[config.mk]
export PLATFORM = sky130hd
export DESIGN_NAME = rom_byte_loader_flat
export DESIGN_NICKNAME = d
export VERILOG_FILES = /design/src/rtl/rom_byte_loader_if.sv /design/src/rtl/rom_byte_loader.sv /design/src/flat_wrapper.sv
export SDC_FILE = /design/constraint.sdc
export NUM_CORES = 1
export LEC_CHECK = 0
export ABC_AREA = 1
export BUFFER_PORTS_ARGS = -buffer_cell sky130_fd_sc_hd__buf_2
export CAP_MARGIN = 20
export CORE_UTILIZATION = 55
export DETAILED_ROUTE_END_ITERATION = 8
export PLACE_DENSITY = 0.74
export RECOVER_POWER = 50
export SYNTH_ARGS = -nofsm -noshare
export SYNTH_HDL_FRONTEND = slang
export SYNTH_SLANG_ARGS = --single-unit
[constraint.sdc]
create_clock -name clk_74a -period 8.1 [get_ports clk_74a]
set_clock_uncertainty 0.1 [all_clocks]
set_input_delay 0 -clock clk_74a [delete_from_list [all_inputs] [get_ports clk_74a]]
set_output_delay 0 -clock clk_74a [all_outputs]
set_load 0.05 [all_outputs]
[src/rtl/rom_byte_loader_if.sv]
// Bridge write/read strobes and the byte-wide ROM write port of the ROM loader.
// master = bridge/ROM environment side, slave = the loader.
interface rom_byte_loader_if #(
   parameter int ROM_AW = 20
);
   logic              bridge_wr;
   logic              bridge_rd;
   logic [31:0]       bridge_addr;
   logic [31:0]       bridge_wr_data;
   logic [31:0]       bridge_rd_data;
   logic              rom_we;
   logic [ROM_AW-1:0] rom_addr;
   logic [7:0]        rom_wdata;
   logic              rom_ready;

   modport master (
      output bridge_wr, bridge_rd, bridge_addr, bridge_wr_data, rom_ready,
      input  bridge_rd_data, rom_we, rom_addr, rom_wdata
   );

   modport slave (
      input  bridge_wr, bridge_rd, bridge_addr, bridge_wr_data, rom_ready,
      output bridge_rd_data, rom_we, rom_addr, rom_wdata
   );
endinterface

[src/rtl/rom_byte_loader.sv]
// ROM window loader: buffers 32-bit bridge writes in a word FIFO and serialises
// each word MSB-first into four byte writes, with status readable over the bridge.
module rom_byte_loader #(
   parameter logic [31:0] ROM_BYTES  = 32'h0010_0000,
   parameter int          ROM_AW     = 20,
   parameter int          FIFO_DEPTH = 4
) (
   input  logic                  clk_74a,
   input  logic                  reset,
   input  logic                  load_start,
   rom_byte_loader_if.slave      bus,
   output logic                  busy,
   output logic [20:0]           byte_count
);
   localparam int PTR_W   = $clog2(FIFO_DEPTH);
   localparam int WA_W    = ROM_AW - 2;
   localparam int ENTRY_W = WA_W + 32;

   typedef enum logic {S_IDLE, S_BYTE} state_e;

   state_e             state_q, state_d;
   logic [1:0]         idx_q, idx_d;
   logic [31:0]        shift_q, shift_d;
   logic [WA_W-1:0]    word_addr_q, word_addr_d;
   logic [20:0]        count_q, count_d;
   logic               overflow_q, overflow_d;
   logic               oob_q, oob_d;
   logic [31:0]        rd_data_q, rd_data_d;
   logic               busy_q, busy_d;
   logic [PTR_W:0]     wr_ptr_q, wr_ptr_d;
   logic [PTR_W:0]     rd_ptr_q, rd_ptr_d;
   logic [ENTRY_W-1:0] fifo_mem [FIFO_DEPTH];

   logic               push, pop, empty, full, in_range;
   logic [ENTRY_W-1:0] head;

   assign empty    = (wr_ptr_q == rd_ptr_q);
   assign full     = (wr_ptr_q[PTR_W] != rd_ptr_q[PTR_W]) &&
                     (wr_ptr_q[PTR_W-1:0] == rd_ptr_q[PTR_W-1:0]);
   assign head     = fifo_mem[rd_ptr_q[PTR_W-1:0]];
   assign in_range = (bus.bridge_addr < ROM_BYTES);

   always_comb begin
      // NOTE: every signal written here gets a default first, so no latches are inferred.
      state_d     = state_q;
      idx_d       = idx_q;
      shift_d     = shift_q;
      word_addr_d = word_addr_q;
      count_d     = count_q;
      overflow_d  = overflow_q;
      oob_d       = oob_q;
      rd_data_d   = rd_data_q;
      push        = 1'b0;
      pop         = 1'b0;

      unique case (state_q)
         S_IDLE: begin
            if (!empty) begin
               pop         = 1'b1;
               shift_d     = head[31:0];
               word_addr_d = head[ENTRY_W-1:32];
               idx_d       = 2'd0;
               state_d     = S_BYTE;
            end
         end
         S_BYTE: begin
            if (bus.rom_ready) begin
               shift_d = {shift_q[23:0], 8'h00};
               idx_d   = idx_q + 2'd1;
               if (count_q != '1) count_d = count_q + 21'd1;
               if (idx_q == 2'd3) begin
                  // Chain straight into the next word so there is no idle bubble.
                  if (!empty) begin
                     pop         = 1'b1;
                     shift_d     = head[31:0];
                     word_addr_d = head[ENTRY_W-1:32];
                     idx_d       = 2'd0;
                  end else begin
                     state_d = S_IDLE;
                  end
               end
            end
         end
      endcase

      if (bus.bridge_wr) begin
         if (!in_range)          oob_d      = 1'b1;
         else if (!full || pop)  push       = 1'b1;
         else                    overflow_d = 1'b1;
      end

      // Status is captured from current registers, so a same-cycle write is not visible.
      if (bus.bridge_rd) rd_data_d = {busy_q, overflow_q, oob_q, 8'h00, count_q};

      wr_ptr_d = wr_ptr_q + (PTR_W+1)'(push);
      rd_ptr_d = rd_ptr_q + (PTR_W+1)'(pop);

      if (load_start) begin
         state_d     = S_IDLE;
         idx_d       = '0;
         shift_d     = '0;
         word_addr_d = '0;
         count_d     = '0;
         overflow_d  = 1'b0;
         oob_d       = 1'b0;
         rd_data_d   = '0;
         push        = 1'b0;
         wr_ptr_d    = '0;
         rd_ptr_d    = '0;
      end

      busy_d = (wr_ptr_d != rd_ptr_d) || (state_d == S_BYTE);
   end

   always_ff @(posedge clk_74a) begin
      if (reset) begin
         state_q     <= S_IDLE;
         idx_q       <= '0;
         shift_q     <= '0;
         word_addr_q <= '0;
         count_q     <= '0;
         overflow_q  <= 1'b0;
         oob_q       <= 1'b0;
         rd_data_q   <= '0;
         busy_q      <= 1'b0;
         wr_ptr_q    <= '0;
         rd_ptr_q    <= '0;
      end else begin
         state_q     <= state_d;
         idx_q       <= idx_d;
         shift_q     <= shift_d;
         word_addr_q <= word_addr_d;
         count_q     <= count_d;
         overflow_q  <= overflow_d;
         oob_q       <= oob_d;
         rd_data_q   <= rd_data_d;
         busy_q      <= busy_d;
         wr_ptr_q    <= wr_ptr_d;
         rd_ptr_q    <= rd_ptr_d;
      end
   end

   // NOTE: FIFO storage has no reset; the pointers alone decide which entries are valid.
   always_ff @(posedge clk_74a) begin
      if (push) fifo_mem[wr_ptr_q[PTR_W-1:0]] <= {bus.bridge_addr[ROM_AW-1:2], bus.bridge_wr_data};
   end

   assign bus.rom_we         = (state_q == S_BYTE);
   assign bus.rom_addr       = {word_addr_q, idx_q};
   assign bus.rom_wdata      = shift_q[31:24];
   assign bus.bridge_rd_data = rd_data_q;
   assign busy               = busy_q;
   assign byte_count         = count_q;
endmodule

[src/flat_wrapper.sv]
// flat-port wrapper written by rule: the top's interface ports become plain ports
module rom_byte_loader_flat 
#(
   parameter logic [31:0] ROM_BYTES  = 32'h0010_0000,
   parameter int          ROM_AW     = 20,
   parameter int          FIFO_DEPTH = 4
)
  (clk_74a, reset, load_start, busy, byte_count, bus_bridge_wr, bus_bridge_rd, bus_bridge_addr, bus_bridge_wr_data, bus_rom_ready, bus_bridge_rd_data, bus_rom_we, bus_rom_addr, bus_rom_wdata);
  rom_byte_loader_if #(.ROM_AW(ROM_AW)) bus_i ();
  input  logic clk_74a;
  input  logic reset;
  input  logic load_start;
  output logic busy;
  output logic [20:0] byte_count;
  input wire logic [$bits(bus_i.bridge_wr)-1:0] bus_bridge_wr;
  input wire logic [$bits(bus_i.bridge_rd)-1:0] bus_bridge_rd;
  input wire logic [$bits(bus_i.bridge_addr)-1:0] bus_bridge_addr;
  input wire logic [$bits(bus_i.bridge_wr_data)-1:0] bus_bridge_wr_data;
  input wire logic [$bits(bus_i.rom_ready)-1:0] bus_rom_ready;
  output wire logic [$bits(bus_i.bridge_rd_data)-1:0] bus_bridge_rd_data;
  output wire logic [$bits(bus_i.rom_we)-1:0] bus_rom_we;
  output wire logic [$bits(bus_i.rom_addr)-1:0] bus_rom_addr;
  output wire logic [$bits(bus_i.rom_wdata)-1:0] bus_rom_wdata;
  assign bus_i.bridge_wr = bus_bridge_wr;
  assign bus_i.bridge_rd = bus_bridge_rd;
  assign bus_i.bridge_addr = bus_bridge_addr;
  assign bus_i.bridge_wr_data = bus_bridge_wr_data;
  assign bus_i.rom_ready = bus_rom_ready;
  assign bus_bridge_rd_data = bus_i.bridge_rd_data;
  assign bus_rom_we = bus_i.rom_we;
  assign bus_rom_addr = bus_i.rom_addr;
  assign bus_rom_wdata = bus_i.rom_wdata;
  rom_byte_loader #(.ROM_BYTES(ROM_BYTES), .ROM_AW(ROM_AW), .FIFO_DEPTH(FIFO_DEPTH)) u_core (.clk_74a(clk_74a), .reset(reset), .load_start(load_start), .bus(bus_i), .busy(busy), .byte_count(byte_count));
endmodule
# Word-level counts from Yosys, hierarchy flattened
# Memories as Yosys holds them, arrays and structs flattened. A register that Yosys moved wholly into a read port is not among the register bits.
# Index checks and enable logic that the tools add are counted.
dict set report word_totals {
  ff_bits 107
  mem_bits_rw 200
  input_bits 70
  output_inout_bits 83
  word_cells 70
  mem_count 1
}
# name depth word_bits read_ports rd_ports_with_merged_regs wr line_no
set memory_table {}
lappend memory_table {u_core.fifo_mem 4 50 1 1 1 rom_byte_loader.sv:32} ;# logic [ENTRY_W-1:0] fifo_mem [FIFO_DEPTH];
dict set report op_classes {
  add_sub_neg 4
  order_cmp 1
  eq_ne 9
  muxes 31
  bitwise_logic 3
  n_reduce_logical 10
}
# op n
set op_table {}
lappend op_table {{32-bit two-way mux} 4}
lappend op_table {{32-bit case mux with 2 select lines} 1}
lappend op_table {{18-bit two-way mux} 3}
lappend op_table {{18-bit case mux with 2 select lines} 1}
lappend op_table {{32-bit by 21-bit less-than comparator with 1-bit output, second input constant} 1}
lappend op_table {{21-bit by 1-bit adder with 21-bit output, second input constant} 1}
lappend op_table {{21-bit != test, second input constant} 1}
lappend op_table {{1-bit two-way mux} 12}
lappend op_table {{2-bit two-way mux} 5}
lappend op_table {{3-bit by 1-bit adder with 3-bit output} 2}
lappend op_table {{3-bit two-way mux} 2}
lappend op_table {{2-bit != test, second input constant} 3}
lappend op_table {{2-bit AND reduction} 3}
lappend op_table {{3-bit AND reduction} 2}
lappend op_table {{1-bit case mux with 2 select lines} 2}
lappend op_table {{2-bit case mux with 2 select lines} 1}
lappend op_table {{3-bit == test} 1}
lappend op_table {{3-bit != test} 1}
lappend op_table {{1-bit inverter} 3}
lappend op_table {{2-bit by 1-bit adder with 2-bit output, second input constant} 1}
lappend op_table {{2-bit == test} 1}
lappend op_table {{2-bit == test, second input constant} 1}
lappend op_table {{1-bit logical OR} 2}
lappend op_table {{2-bit OR reduction} 1}
lappend op_table {{other kinds (3)} 3}

# Depth between registers and ports, before layout
dict set report logic_depth {
  ltp_word 13
  mapped_depth 15
  depth_no_buf 14
}

# Worst setup path after synthesis
# No wires, ideal clock.
dict set report synth_timing {
  path_kind {reg-to-reg}
  start {register u_core.idx_q[0]}
  end {memory u_core.fifo_mem[0][0] (netlist name), enable pin}
  setup_ps 458
  arrival_time_ps 3636
  required_ps 7542
  path_slack_ps 3906
  path_stages_with_launch 8
  n_path_buf 0
  synth_period_minus_slack_ps 4194
  path_cell_list {dfxtp_1 -> ha_1 -> nand2_1 -> nand2_1 -> nor3_1 -> nor3_1 -> nand2_1 -> nor2_1}
}
dict set report synth_between {
  elab_chain_cells 11
}
# item line_no
set synth_rtl {}
lappend synth_rtl {{start: declaration} rom_byte_loader.sv:22} ;# logic [1:0] idx_q, idx_d;
lappend synth_rtl {{start signal: assignment} rom_byte_loader.sv:130} ;# idx_q <= idx_d;
lappend synth_rtl {{2-bit == test} rom_byte_loader.sv:71} ;# if (idx_q == 2'd3) begin
lappend synth_rtl {{1-bit two-way mux} rom_byte_loader.sv:71}
lappend synth_rtl {{1-bit two-way mux} rom_byte_loader.sv:67} ;# if (bus.rom_ready) begin
lappend synth_rtl {{1-bit case mux with 2 select lines} rom_byte_loader.sv:56} ;# unique case (state_q)
lappend synth_rtl {{1-bit logical OR} rom_byte_loader.sv:88} ;# else if (!full || pop) push = 1'b1;
lappend synth_rtl {{1-bit two-way mux} rom_byte_loader.sv:88}
lappend synth_rtl {{1-bit two-way mux} rom_byte_loader.sv:87} ;# if (!in_range) oob_d = 1'b1;
lappend synth_rtl {{1-bit two-way mux} rom_byte_loader.sv:86} ;# if (bus.bridge_wr) begin
lappend synth_rtl {{1-bit two-way mux} rom_byte_loader.sv:98} ;# if (load_start) begin
lappend synth_rtl {{1-bit two-way mux} rom_byte_loader.sv:145} ;# if (push) fifo_mem[wr_ptr_q[PTR_W-1:0]] <= {bus.bridge_addr[ROM_AW-1:2], bus.bridge_wr_data};
lappend synth_rtl {{1-bit two-way mux (implied by the code)} rom_byte_loader.sv:145}
lappend synth_rtl {{end: declaration} rom_byte_loader.sv:32}
# No other way between the ends.

# Worst setup path after layout
dict set report layout_timing {
  start {input port reset}
  end {register u_core.word_addr_q[14]}
}
dict set report layout_between {
  elab_chain_cells 1
}
# item line_no
set layout_rtl {}
lappend layout_rtl {{start: declaration} flat_wrapper.sv:11} ;# input logic reset;
lappend layout_rtl {{2-bit OR reduction (no line)} n/a}
lappend layout_rtl {{end signal: assignment} rom_byte_loader.sv:132} ;# word_addr_q <= word_addr_d;
lappend layout_rtl {{end: declaration} rom_byte_loader.sv:24} ;# logic [WA_W-1:0] word_addr_q, word_addr_d;
# No other way between the ends.
# A chain may end at the register's enable or synchronous reset.

==> qor.tcl <==
set qor(timing.final.crit_share) 0.437
set qor(timing.max_slew.rel_slack) -1.12
set qor(fin_ws_ns) 4.56
set qor(report.final.setup_viol) 0
set qor(synth_seq_area_share) 0.661
set qor(buffer_ports.inserted) 142
set qor(globalRouteTotalUtil) 0.236
set qor(critPathMaxFanout) 73
set qor(maximum_number_of_pins_on_one_net_before_global_route_repair) 103
set qor(synth.distinct_cells) 32
set qor(max_freq_mhz) 283
set qor(routed-wl-met3_mm) 1.50
set qor(postRouteAntennaNets) 0
set qor(launching_element_type_of_the_critical_path) {input port}
set qor(end_kind) {flip-flop}
set qor(finalWorstPathRequiredPeriod_ns) 3.54
set qor(critPathRequiredTime_ns) 8.48
set qor(synth_top_area_cell) {edfxtp_1}
set qor(gp_congestion) 0.820
set qor(status) {complete, but fails checks}
set qor(vdd_drop_max_uv) 171
set qor(regToRegEndpoint) {u_core.busy}
set qor(ff_to_ff_path_depth) 11
set qor(clk_transition_reported_paths_ns) 0.06
set qor(via_count_of_the_first_global_routing_pass) 8604
set qor(violations) {capacitance limit, slew limit}
set qor(post_layout_nonfiller_instances) 1653
set qor(placement.setup.worst_slack_ns) 4.96
set qor(global_route_wire_length_before_repair_mm) 42.4
set qor(synth.top_cell.area_share) 0.487
set qor(fp-row-count) 54
set qor(r2r_slack_ns) 4.97
set qor(layout.nets) 1422
set qor(die_x_um) 152
set qor(floorplan.die.height_um) 152
set qor(cts-htree-levels) 1
set qor(drc_errors) 0
set qor(power_per_cell_area_nw_per_um2) 215
set qor(tritoncts) {built}
set qor(max_cap_viol_count) 2
set qor(share_of_layout_cells_above_drive_strength_1) 0.0700
set qor(number_of_antenna_violations_at_the_first_check_in_global_routing) 2
set qor(min_path_type) {input port to flip-flop}
set qor(rsz_0062_raised_after_global_routing) {false}
set qor(leakagePower_uw) 0.00517
set qor(drt-total-wl_mm) 27.0
set qor(final-max-slew-violation-count) 115
set qor(synth_area_leaders) {edfxtp_1 49%, dfxtp_1 17%, o21ai_0 5.9%}
set qor(crit_type) {input port to flip-flop}
set qor(timing.hold.ws_ns) 0.0948
set qor(finalHoldViolations) 0
set qor(max_slew.worst_pin.slew_ns) 3.17
set qor(highest_layer) {met4}
set qor(synth.cell_area_sq_um) 12300
set qor(core_sq_um) 21900
set qor(r2r_start) {u_core.rd_ptr_q[1]}
set qor(drt_first_pass_iters) 5
set qor(cts_inserted_buffers) 31
set qor(effective_utilization_at_floorplan) 0.563
set qor(routed-wl-met2_mm) 13.3
set qor(gr-total-overflow) 0
set qor(worst_setup_path_endpoint) {u_core.word_addr_q[14]}
set qor(synth_cells) 1176
set qor(m1WireLength_mm) 11.7
set qor(worst_skew_pair.late_latency_ns) 0.56
set qor(dr.first_iter.drc_count) 701
set qor(top_level_ports) 153
set qor(routed-via-count) 8954
set qor(dpl.cell_count) 1532
set qor(clock_tree.root_cell) {clkbuf_16}
set qor(avgSynthCellArea_sq_um) 10.5
set qor(critical_path.startpoint) {reset}
set qor(tritoncts_num_sinks) 307
set qor(clockBufferDepth) 3
set qor(synth-seq-cells) 307
set qor(setup_total_negative_slack_ns) 0
set qor(design.die.area_sq_um) 23000
set qor(post_drt_via_cell_ratio) 5.42
set qor(ys.warnings.count) 0
set qor(resized_cells_post_cts) 0
set qor(arrival_ns) 3.92
set qor(avgRoutedWirePerCell_um) 16.4
set qor(place.detailed.hpwl_mm) 14.9
set qor(area_growth_syn_to_layout_pct) 17.7
set qor(hold_path_startpoint) {bus_bridge_addr[21]}
## sequential cells by signal, summed over array words and instances, names as in the netlist
name	flops
u_core.fifo_mem	200
u_core.shift_q	32
u_core.bus.bridge_rd_data	24
u_core.byte_count	21
u_core.word_addr_q	18
u_core.rd_ptr_q	3
u_core.wr_ptr_q	3
u_core.idx_q	2
u_core.bus.rom_we	1
u_core.busy	1
u_core.oob_q	1
u_core.overflow_q	1
## routing by layer
layer,up-vias,global-route usage
met5,-,0
met4,0,0.0688
met3,51,0.0326
met2,283,0.418
met1,4236,0.300
li1,4384,-
## how the worst min path moves through the flow
stage | cells after the start | slack [ns] | end
finish | 6 | 0.09 | u_core.fifo_mem[1][40]
global route | 2 | 0.14 | u_core.fifo_mem[0][12]
CTS | 2 | 0.06 | u_core.fifo_mem[0][33]
detailed placement | 1 | 0.12 | u_core.fifo_mem[1][39]
global placement | 1 | 0.11 | u_core.fifo_mem[1][39]
floorplan | 1 | -0.03 | u_core.rd_ptr_q[0]
## per-stage QoR
stage | area [sq um] | utilization | power [uW]
final | 14500 | 0.663 | 3120
after global routing | 14500 | 0.662 | 3200
after CTS | 14600 | 0.669 | 3140
after detailed placement | 13000 | 0.596 | 1770
after global placement | 13000 | 0.596 | 1760
after floorplan | 12300 | - | 1740
## where the power goes
part | internal [uW] | switching [uW]
clock | 775 | 588
sequential | 1670 | 1.16
combinational | 32.3 | 52.8
total | 2470 | 642
## cell families after synthesis
group	count (synthesis)	share of synthesized area
compound gates	299	0.127
xor+xnor	13	0.00985
fa+ha+maj	6	0.00609
buf+inv	146	0.0577
flops	307	0.661
other cells	1	0.000304
simple gates	404	0.138
## placed cells by master (no fill, tap or decap), drive strengths merged, types with 50 or more instances in the layout
cell type    synthesis  layout
a21oi               78      78
clkbuf              39     166
dfxtp              107     107
dlygate4sd3          0      60
edfxtp             200     200
inv                 62      63
nand2              164     164
nor2               191     191
o21ai              170     170
o22ai               50      50
## Yosys cell counts
cell type / count
nor2_2: 1
nor2_1: 189
nand4_1: 4
xnor2_2: 1
buf_6: 5
buf_2: 16
a21oi_1: 78
xor2_1: 11
ha_1: 6
edfxtp_1: 200
buf_8: 3
nand3b_1: 24
conb_1: 1
inv_1: 59
buf_4: 19
buf_1: 1
dfxtp_1: 107
nand2_1: 156
nand3_4: 1
xnor2_1: 1
o21ai_1: 25
nand3_1: 16
clkinv_1: 1
nor2_4: 1
nand2_2: 5
o22ai_1: 50
clkbuf_1: 39
o32ai_1: 1
o21ai_0: 145
nor3_1: 4
inv_2: 3
nand2_4: 3
## critical path, cell delays in order
cell           delay [ns]
dlygate4sd3_1        0.54
clkbuf_1             0.20
nor2_4               0.12
clkbuf_1             2.25
o21ai_0              0.58
nor2_1               0.22
## layout make-up
type / instances / area (sq um)
clock buffer: 39 / 846
inverter: 63 / 236
tap: 280 / 350
clock inverter: 19 / 145
multi-input combinational: 730 / 3530
sequential: 307 / 8150
timing repair buffer: 213 / 1240
antenna: 2 / 5.00
fill: 1769 / 7390
## what timing repair did
item,in CTS,in global routing
hold buffers,60,0
endpoints found under the hold margin,242,0
setup buffers,0,0
endpoints found under the setup margin,0,0
No activity file was read; power rests on OpenSTA's default activity.
